## src/rtl/preio_pkg.sv

```systemverilog
// Shared constants and helpers for the preio_bank pad-lane IO block.
// Imported by the bank top and the per-lane filter.
package preio_pkg;

   localparam logic MODE_SDR = 1'b0;
   localparam logic MODE_DDR = 1'b1;

   localparam int SYNC_MIN = 2;
   localparam int SYNC_MAX = 4;

   function automatic int cnt_width(input int flen);
      int w;
      w = $clog2(flen + 1);
      return (w < 1) ? 1 : w;
   endfunction

endpackage

```

## src/rtl/preio_filter.sv

```systemverilog
// One pad lane: input synchroniser, glitch-rejecting level filter and
// registered rise/fall event pulses, all on the active edge.
module preio_filter
   import preio_pkg::*;
#(
   parameter int SYNC_STAGES = 2,
   parameter int FILTER_LEN  = 4
) (
   input  logic clk,
   input  logic rst_n,
   input  logic ce,
   input  logic pad,
   output logic filt,
   output logic rise,
   output logic fall
);

   localparam int SS = (SYNC_STAGES < SYNC_MIN) ? SYNC_MIN :
                       (SYNC_STAGES > SYNC_MAX) ? SYNC_MAX : SYNC_STAGES;
   localparam int CW = cnt_width(FILTER_LEN);

   logic [SS-1:0] sync_q;
   logic [CW-1:0] cnt_q;
   logic [CW-1:0] cnt_d;
   logic          filt_d;
   logic          s;

   assign s = sync_q[SS-1];

   // cnt counts consecutive cycles that s disagrees with the filtered level
   always_comb begin
      cnt_d  = '0;
      filt_d = filt;
      if (FILTER_LEN == 0) begin
         filt_d = s;
      end else if (s != filt) begin
         if (cnt_q == CW'(FILTER_LEN - 1)) filt_d = s;
         else cnt_d = cnt_q + 1'b1;
      end
   end

   always_ff @(posedge clk or negedge rst_n) begin
      if (!rst_n) begin
         sync_q <= '0;
         cnt_q  <= '0;
         filt   <= 1'b0;
         rise   <= 1'b0;
         fall   <= 1'b0;
      end else if (ce) begin
         sync_q <= {sync_q[SS-2:0], pad};
         cnt_q  <= cnt_d;
         filt   <= filt_d;
         rise   <= filt_d & ~filt;
         fall   <= ~filt_d & filt;
      end else begin
         rise <= 1'b0;
         fall <= 1'b0;
      end
   end

endmodule

```

## src/rtl/preio_bank.sv

```systemverilog
// Multi-lane pad IO bank: SDR/DDR output registers, output enable,
// DDR input capture with hold, and per-lane filtered input events.
module preio_bank
   import preio_pkg::*;
#(
   parameter int   WIDTH       = 8,
   parameter logic NEG_TRIGGER = 1'b0,
   parameter int   SYNC_STAGES = 2,
   parameter int   FILTER_LEN  = 4
) (
   input  logic             CLK,
   input  logic             RESETN,
   input  logic             CLOCKENABLE,
   input  logic             LATCHINPUTVALUE,
   input  logic [WIDTH-1:0] OUTPUTENABLE,
   input  logic [WIDTH-1:0] DDR_MODE,
   input  logic [WIDTH-1:0] DOUT0,
   input  logic [WIDTH-1:0] DOUT1,
   output logic [WIDTH-1:0] DIN0,
   output logic [WIDTH-1:0] DIN1,
   input  logic [WIDTH-1:0] PADIN,
   output logic [WIDTH-1:0] PADOUT,
   output logic [WIDTH-1:0] PADOEN,
   output logic [WIDTH-1:0] DIN_FILT,
   output logic [WIDTH-1:0] RISE_EV,
   output logic [WIDTH-1:0] FALL_EV
);

   // clk_a rises on the active edge whichever CLK polarity is selected
   logic clk_a;
   assign clk_a = CLK ^ NEG_TRIGGER;

   logic [WIDTH-1:0] q0;
   logic [WIDTH-1:0] q1;
   logic [WIDTH-1:0] q1_b;
   logic [WIDTH-1:0] oe_q;
   logic [WIDTH-1:0] in_a;
   logic [WIDTH-1:0] in_b;
   logic [WIDTH-1:0] rise_q;
   logic [WIDTH-1:0] fall_q;

   always_ff @(posedge clk_a or negedge RESETN) begin
      if (!RESETN) begin
         q0   <= '0;
         q1   <= '0;
         oe_q <= '0;
         in_a <= '0;
         DIN0 <= '0;
         DIN1 <= '0;
      end else if (CLOCKENABLE) begin
         q0   <= DOUT0;
         q1   <= DOUT1;
         oe_q <= OUTPUTENABLE;
         if (!LATCHINPUTVALUE) begin
            in_a <= PADIN;
            DIN0 <= in_a;
            DIN1 <= in_b;
         end
      end
   end

   always_ff @(negedge clk_a or negedge RESETN) begin
      if (!RESETN) begin
         q1_b <= '0;
         in_b <= '0;
      end else if (CLOCKENABLE) begin
         q1_b <= q1;
         if (!LATCHINPUTVALUE) in_b <= PADIN;
      end
   end

   assign PADOEN  = oe_q;
   assign RISE_EV = rise_q & {WIDTH{CLOCKENABLE}};
   assign FALL_EV = fall_q & {WIDTH{CLOCKENABLE}};

   for (genvar i = 0; i < WIDTH; i++) begin : g_lane
      assign PADOUT[i] = (DDR_MODE[i] == MODE_DDR && !clk_a) ? q1_b[i] : q0[i];

      preio_filter #(
         .SYNC_STAGES (SYNC_STAGES),
         .FILTER_LEN  (FILTER_LEN)
      ) u_filt (
         .clk   (clk_a),
         .rst_n (RESETN),
         .ce    (CLOCKENABLE),
         .pad   (PADIN[i]),
         .filt  (DIN_FILT[i]),
         .rise  (rise_q[i]),
         .fall  (fall_q[i])
      );
   end

endmodule

```

## config.mk

```make
export PLATFORM = sky130hd
export DESIGN_NAME = preio_bank
export DESIGN_NICKNAME = d
export VERILOG_FILES = /design/src/rtl/preio_pkg.sv /design/src/rtl/preio_filter.sv /design/src/rtl/preio_bank.sv
export SDC_FILE = /design/constraint.sdc
export NUM_CORES = 1
export LEC_CHECK = 0
export BUFFER_PORTS_ARGS = -buffer_cell sky130_fd_sc_hd__buf_2
export CAP_MARGIN = 40
export CELL_PAD_IN_SITES_DETAIL_PLACEMENT = 1
export CELL_PAD_IN_SITES_GLOBAL_PLACEMENT = 1
export CORE_MARGIN = 5
export CORE_UTILIZATION = 45
export DETAILED_ROUTE_END_ITERATION = 10
export PLACE_DENSITY_LB_ADDON = 0.15
export SLEW_MARGIN = 5
export SYNTH_ARGS = -nofsm -noshare
export SYNTH_HDL_FRONTEND = slang
export SYNTH_SLANG_ARGS = --single-unit
```

## constraint.sdc

```tcl
create_clock -name CLK -period 1.6 [get_ports CLK]
set_input_delay 0.08 -clock CLK [delete_from_list [all_inputs] [get_ports CLK]]
set_output_delay 0.08 -clock CLK [all_outputs]
set_load 0.1 [all_outputs]
```

# == After elaboration in Yosys (flattened, before gate mapping) ==
# Index checks and enable logic that the tools add are counted.
# word_totals
out_inout_bits,56
regBits,128
# classes
muxes,56
bitwise_logic,35
addsub,8
n_reduce_logical,10
eq_ne,16
# ops
cell,count
3-bit 2-to-1 mux,16
1-bit 2-to-1 mux,40
3-bit by 1-bit adder with 3-bit output (second input constant),8
3-bit by 2-bit equality test with 1-bit output (second input constant),8
1-bit NOT,17
1-bit bitwise AND,16
8-bit bitwise AND,2
1-bit logical AND,8
1-bit inequality test,8
2-bit AND reduction,1
1-bit zero test,1

# == Depth between registers and ports, before layout ==
# logic_depth
ltp_word,6
ltp_mapped,4
depth_no_buf,3

# == By module ==
# A second synthesis with hierarchy kept.
# hier_totals
hier_cells,386
hier_area_um2,5534.1
# modules_own_cells
module,n_inst,cells_per_inst,area_per_inst_um2
preio_filter,8,27,362.8
preio_bank,1,170,2631.3

==> impl_results.html <==
<table>
<tr><th>Metric</th><th>Value</th></tr>
<tr><th colspan="2">Synth</th></tr>
<tr><td>Most frequent cells after synthesis</td><td>112 x dfrtp_1, 66 x mux2_2, 32 x nand2b_1</td></tr>
<tr><td>Area of the mapped netlist</td><td>0.00540 sq mm</td></tr>
<tr><td>Synthesis warning total</td><td>0</td></tr>
<tr><td>Share of the synthesized area in the top cell type</td><td>51.9%</td></tr>
<tr><td>Gate count after technology mapping</td><td>a little under 400</td></tr>
<tr><td>Number of synthesized register bits</td><td>128</td></tr>
<tr><td>Count leader, synth</td><td>dfrtp_1</td></tr>
<tr><td>Post-synthesis sequential area ratio</td><td>roughly three fifths</td></tr>
<tr><td>Library cell occupying the most area in the post-synthesis netlist</td><td>dfrtp_1</td></tr>
<tr><td>Synthesized Nets</td><td>445</td></tr>
<tr><td>Async S/R FF share, synth</td><td>100%</td></tr>
<tr><td>Number of different library cells in the post-synthesis netlist</td><td>19</td></tr>
<tr><td>Cell types with the largest area share after synthesis</td><td>dfrtp_1 52%, mux2_2 14%, dfrtn_1 7.4%</td></tr>
<tr><td>Number of synthesized flops with an enable pin</td><td>0</td></tr>
<tr><td>Average cell area after synthesis</td><td>~14 sq um</td></tr>
<tr><td>Most used flip-flop cell after synthesis</td><td>dfrtp_1</td></tr>
<tr><th colspan="2">Drt</th></tr>
<tr><td>Total number of vias</td><td>3,674</td></tr>
<tr><td>Routed wire per std cell</td><td>19.4 um</td></tr>
<tr><td>Total wire length</td><td>13,900 um</td></tr>
<tr><td>Number of routed nets with antenna violations</td><td>0</td></tr>
<tr><td>First-pass iteration count of the detailed router</td><td>4</td></tr>
<tr><td>Number of violations reported at the end of detailed-routing iteration 0</td><td>165</td></tr>
<tr><td>Via-per-instance ratio</td><td>5.14</td></tr>
<tr><td>Residual DRC count</td><td>0</td></tr>
<tr><th colspan="2">Placed design</th></tr>
<tr><td>Routability Congestion</td><td>0.726</td></tr>
<tr><td>Post-DP HPWL</td><td>7630 um</td></tr>
<tr><td>Post-placement worst setup slack</td><td>-0.241 ns</td></tr>
<tr><td>Placement Cell Area</td><td>0.00639 sq mm</td></tr>
<tr><td>IO Port Bufs</td><td>99</td></tr>
<tr><th colspan="2">Pwr</th></tr>
<tr><td>Switching part of the total</td><td>about two fifths</td></tr>
<tr><td>Power Dens Cells</td><td>1830 mW/mm^2</td></tr>
<tr><td>Cell-internal power</td><td>8.66 mW</td></tr>
<tr><td>Sw power</td><td>5.35 mW</td></tr>
<tr><td>Static power due to leakage</td><td>3.52 nW</td></tr>
<tr><td>Maximum resistive drop on vdd</td><td>1.06 mV</td></tr>
<tr><td>Clock share of power</td><td>43.1%</td></tr>
<tr><td>Comb pwr share</td><td>25.2%</td></tr>
<tr><td>Power share of the sequential group</td><td>31.8%</td></tr>
<tr><th colspan="2">Clock network</th></tr>
<tr><td>Clock slew at reported path FFs</td><td>roughly 0.06 ns</td></tr>
<tr><td>Clock latency on the worst-skew pair</td><td>between 0.5 and 0.6 ns</td></tr>
<tr><td>TritonCTS clock tree</td><td>yes</td></tr>
<tr><th colspan="2">Timing</th></tr>
<tr><td>Transition time of the tightest slew-check pin</td><td>0.672 ns</td></tr>
<tr><td>Final setup violation count</td><td>12</td></tr>
<tr><td>Max-slew violation count</td><td>0</td></tr>
<tr><td>Setup repair after global routing missed its margin</td><td>yes</td></tr>
<tr><td>Headroom to the max-slew limit</td><td>55.2%</td></tr>
<tr><td>Worst-case setup margin in the final layout</td><td>-0.665 ns</td></tr>
<tr><td>Worst setup skew after layout</td><td>0.0112 ns</td></tr>
<tr><td>Final Hold Vio Count</td><td>0</td></tr>
<tr><th colspan="2">Final layout</th></tr>
<tr><td>Area of all placed cells without fillers</td><td>approximately 0.0077 sq mm</td></tr>
<tr><td>Diodes inserted</td><td>0</td></tr>
<tr><td>Fraction of layout instances using a drive strength above 1</td><td>40.8%</td></tr>
<tr><td>Filler cells</td><td>1,134</td></tr>
<tr><td>Number of nets at the end of the flow</td><td>607</td></tr>
<tr><td>Area grow syn2layout</td><td>41.8%</td></tr>
<tr><th colspan="2">Setup path</th></tr>
<tr><td>Category of the critical setup timing path</td><td>reg2out</td></tr>
<tr><td>Largest stage delay on the critical path</td><td>0.37 ns</td></tr>
<tr><td>Worst endpoint required time</td><td>1.52 ns</td></tr>
<tr><td>Startpoint Class</td><td>flop</td></tr>
<tr><td>Slowest-stage cell, CP</td><td>dfrtn_1</td></tr>
<tr><td>Ordered list of cells on the worst path</td><td>mux2_4, buf_12</td></tr>
<tr><td>Capturing element type of the critical path</td><td>primary output</td></tr>
<tr><td>Signal arrival time at the worst endpoint</td><td>2.19 ns</td></tr>
<tr><td>Max FO, Critical Path</td><td>2</td></tr>
<tr><th colspan="2">Global route</th></tr>
<tr><td>GRT Total Usage</td><td>20.6%</td></tr>
<tr><td>First-pass GRT wire length</td><td>22,000 um</td></tr>
<tr><td>Number of antenna violations at the first check in global routing</td><td>0</td></tr>
<tr><td>Global route overflow</td><td>0</td></tr>
<tr><td>Pin count of the biggest net entering global routing</td><td>between 50 and 60</td></tr>
<tr><td>Vias in the first global route</td><td>4,301</td></tr>
<tr><th colspan="2">Run status</th></tr>
<tr><td>Outcome</td><td>finished with violations</td></tr>
<tr><td>Violations in the final reports</td><td>negative setup slack</td></tr>
<tr><th colspan="2">Floorplanning</th></tr>
<tr><td>Width of the die</td><td>~120 um</td></tr>
<tr><td>Initial Util</td><td>45.3%</td></tr>
<tr><td>Std cell rows</td><td>40</td></tr>
<tr><td>Placeable core region</td><td>0.0119 sq mm</td></tr>
<tr><td>Overall die area</td><td>0.0143 sq mm</td></tr>
<tr><td>Die Y-Extent</td><td>120 um</td></tr>
<tr><td>Number of primary I/O pins</td><td>100</td></tr>
<tr><th colspan="2">Run</th></tr>
<tr><td>Number of max-capacitance violations reported</td><td>0</td></tr>
<tr><th colspan="2">Hold path</th></tr>
<tr><td>Hold WC Path Type</td><td>in2reg</td></tr>
</table>
-- cell type report --
| class | count | area (sq um) | area share [%] |
|---|---|---|---|
| tap | 147 | 184 | 2.40 |
| multi-input combinational | 225 | 2040 | 26.6 |
| sequential | 128 | 3200 | 41.8 |
| timing repair buffer | 155 | 1280 | 16.7 |
| clock buffer | 33 | 731 | 9.54 |
| inverter | 16 | 60.1 | 0.784 |
| clock inverter | 11 | 161 | 2.11 |
-- power groups by stage --
stage,clock [mW],combinational (mW),sequential (mW)
2_1_floorplan,0.887,1.96,5.20
3_3_place_gp,0.931,3.25,4.40
3_5_place_dp,0.931,3.36,4.46
4_1_cts,6.03,3.49,4.44
5_1_grt,6.33,3.73,4.55
6_report,6.03,3.52,4.45
-- cells by family (layout without fill, tap and decap cells) --
kind of cell / count (synthesis) / in the layout / share of synthesized area (%)
buffers and inverters: 40 / 215 / 3.98
flip-flops: 128 / 128 / 59.3
adder cells (fa/ha/maj): 8 / 8 / 1.85
XOR/XNOR: 8 / 8 / 1.30
AO/OA/AOI/OAI: 24 / 24 / 3.06
AND/OR/NAND/NOR: 89 / 89 / 10.5
multiplexers: 96 / 96 / 20.0
-- cells in the final DEF (no fill, tap or decap) --
cell type,count
dfrtp_1,112
buf_2,73
mux2_2,52
dlygate4sd3_1,33
nand2b_1,32
buf_4,31
mux2_1,30
buf_12,25
clkbuf_16,21
and2_1,16
nor3b_1,16
inv_1,16
dfrtn_1,16
mux2_4,14
o22ai_1,14
nand3b_1,8
xnor2_1,8
nor2b_1,8
o31ai_1,8
nand2_1,8
ha_1,8
clkinv_2,5
bufinv_16,4
clkbuf_8,3
o32ai_1,2
nor2b_2,1
clkinv_4,1
clkinvlp_4,1
clkbuf_1,1
buf_6,1
-- registers in the layout, summed over array words and instances, names as in the netlist --
register,cells
in_b,8
DIN1,8
DIN0,8
q0,8
q1,8
g_lane.u_filt.cnt_q,24
PADOEN,8
g_lane.u_filt.fall,8
g_lane.u_filt.filt,8
g_lane.u_filt.sync_q,16
q1_b,8
g_lane.u_filt.rise,8
in_a,8
-- what timing repair did --
action	4_1_cts	5_1_grt
setup buffers	2	6
gates resized for setup	34	5
endpoints found under the hold margin	99	0
hold buffers	33	0
endpoints found under the setup margin	11	21
-- worst max-delay path, delay by kind of cell (launching register included) --
kind	cells	cell delay, ns
DFF	1	0.37
buffers and inverters	1	0.17
muxes	1	0.31
-- final timing paths --
| check | from | endpoint | slack, ns | depth (start not counted) |
|---|---|---|---|---|
| max reg2reg | q1[6] | q1_b[6] | -0.04 | 1 |
| min | LATCHINPUTVALUE | DIN1[5] | 0.05 | 4 |
| min in group asynchronous | RESETN | q0[6] | 0.06 | 2 |
| min reg2reg | in_b[6] | in_b[6] | 0.45 | 1 |
| max in group asynchronous | RESETN | in_b[2] | 0.45 | 2 |
| max | q1_b[4] | PADOUT[4] | -0.67 | 2 |
-- layer usage --
layer | wire (um) | global-route usage [%] | vias up
li1 | - | - | 1678
met1 | 5160 | 20.9 | 1857
met2 | 7600 | 35.4 | 95
met3 | 561 | 7.07 | 44
met4 | 571 | 14.2 | 0
met5 | 0 | 0 | -
-- metrics by stage --
| stage | hold WS (ns) | cells | utilization (%) | TNS (ns) | total power, mW |
|---|---|---|---|---|---|
| after global routing | 0.0520 | 715 | 64.3 | -5.48 | 14.6 |
| after detailed placement | 0.101 | 638 | 53.6 | -4.95 | 8.75 |
| after floorplan | -0.216 | 393 | - | -0.965 | 8.04 |
| after global placement | 0.0892 | 638 | 53.6 | -4.47 | 8.58 |
| after CTS | 0.0405 | 709 | 63.7 | -5.04 | 14.0 |
| final | 0.0533 | 715 | 64.3 | -5.11 | 14.0 |
Power figures use the tool's default switching activity.
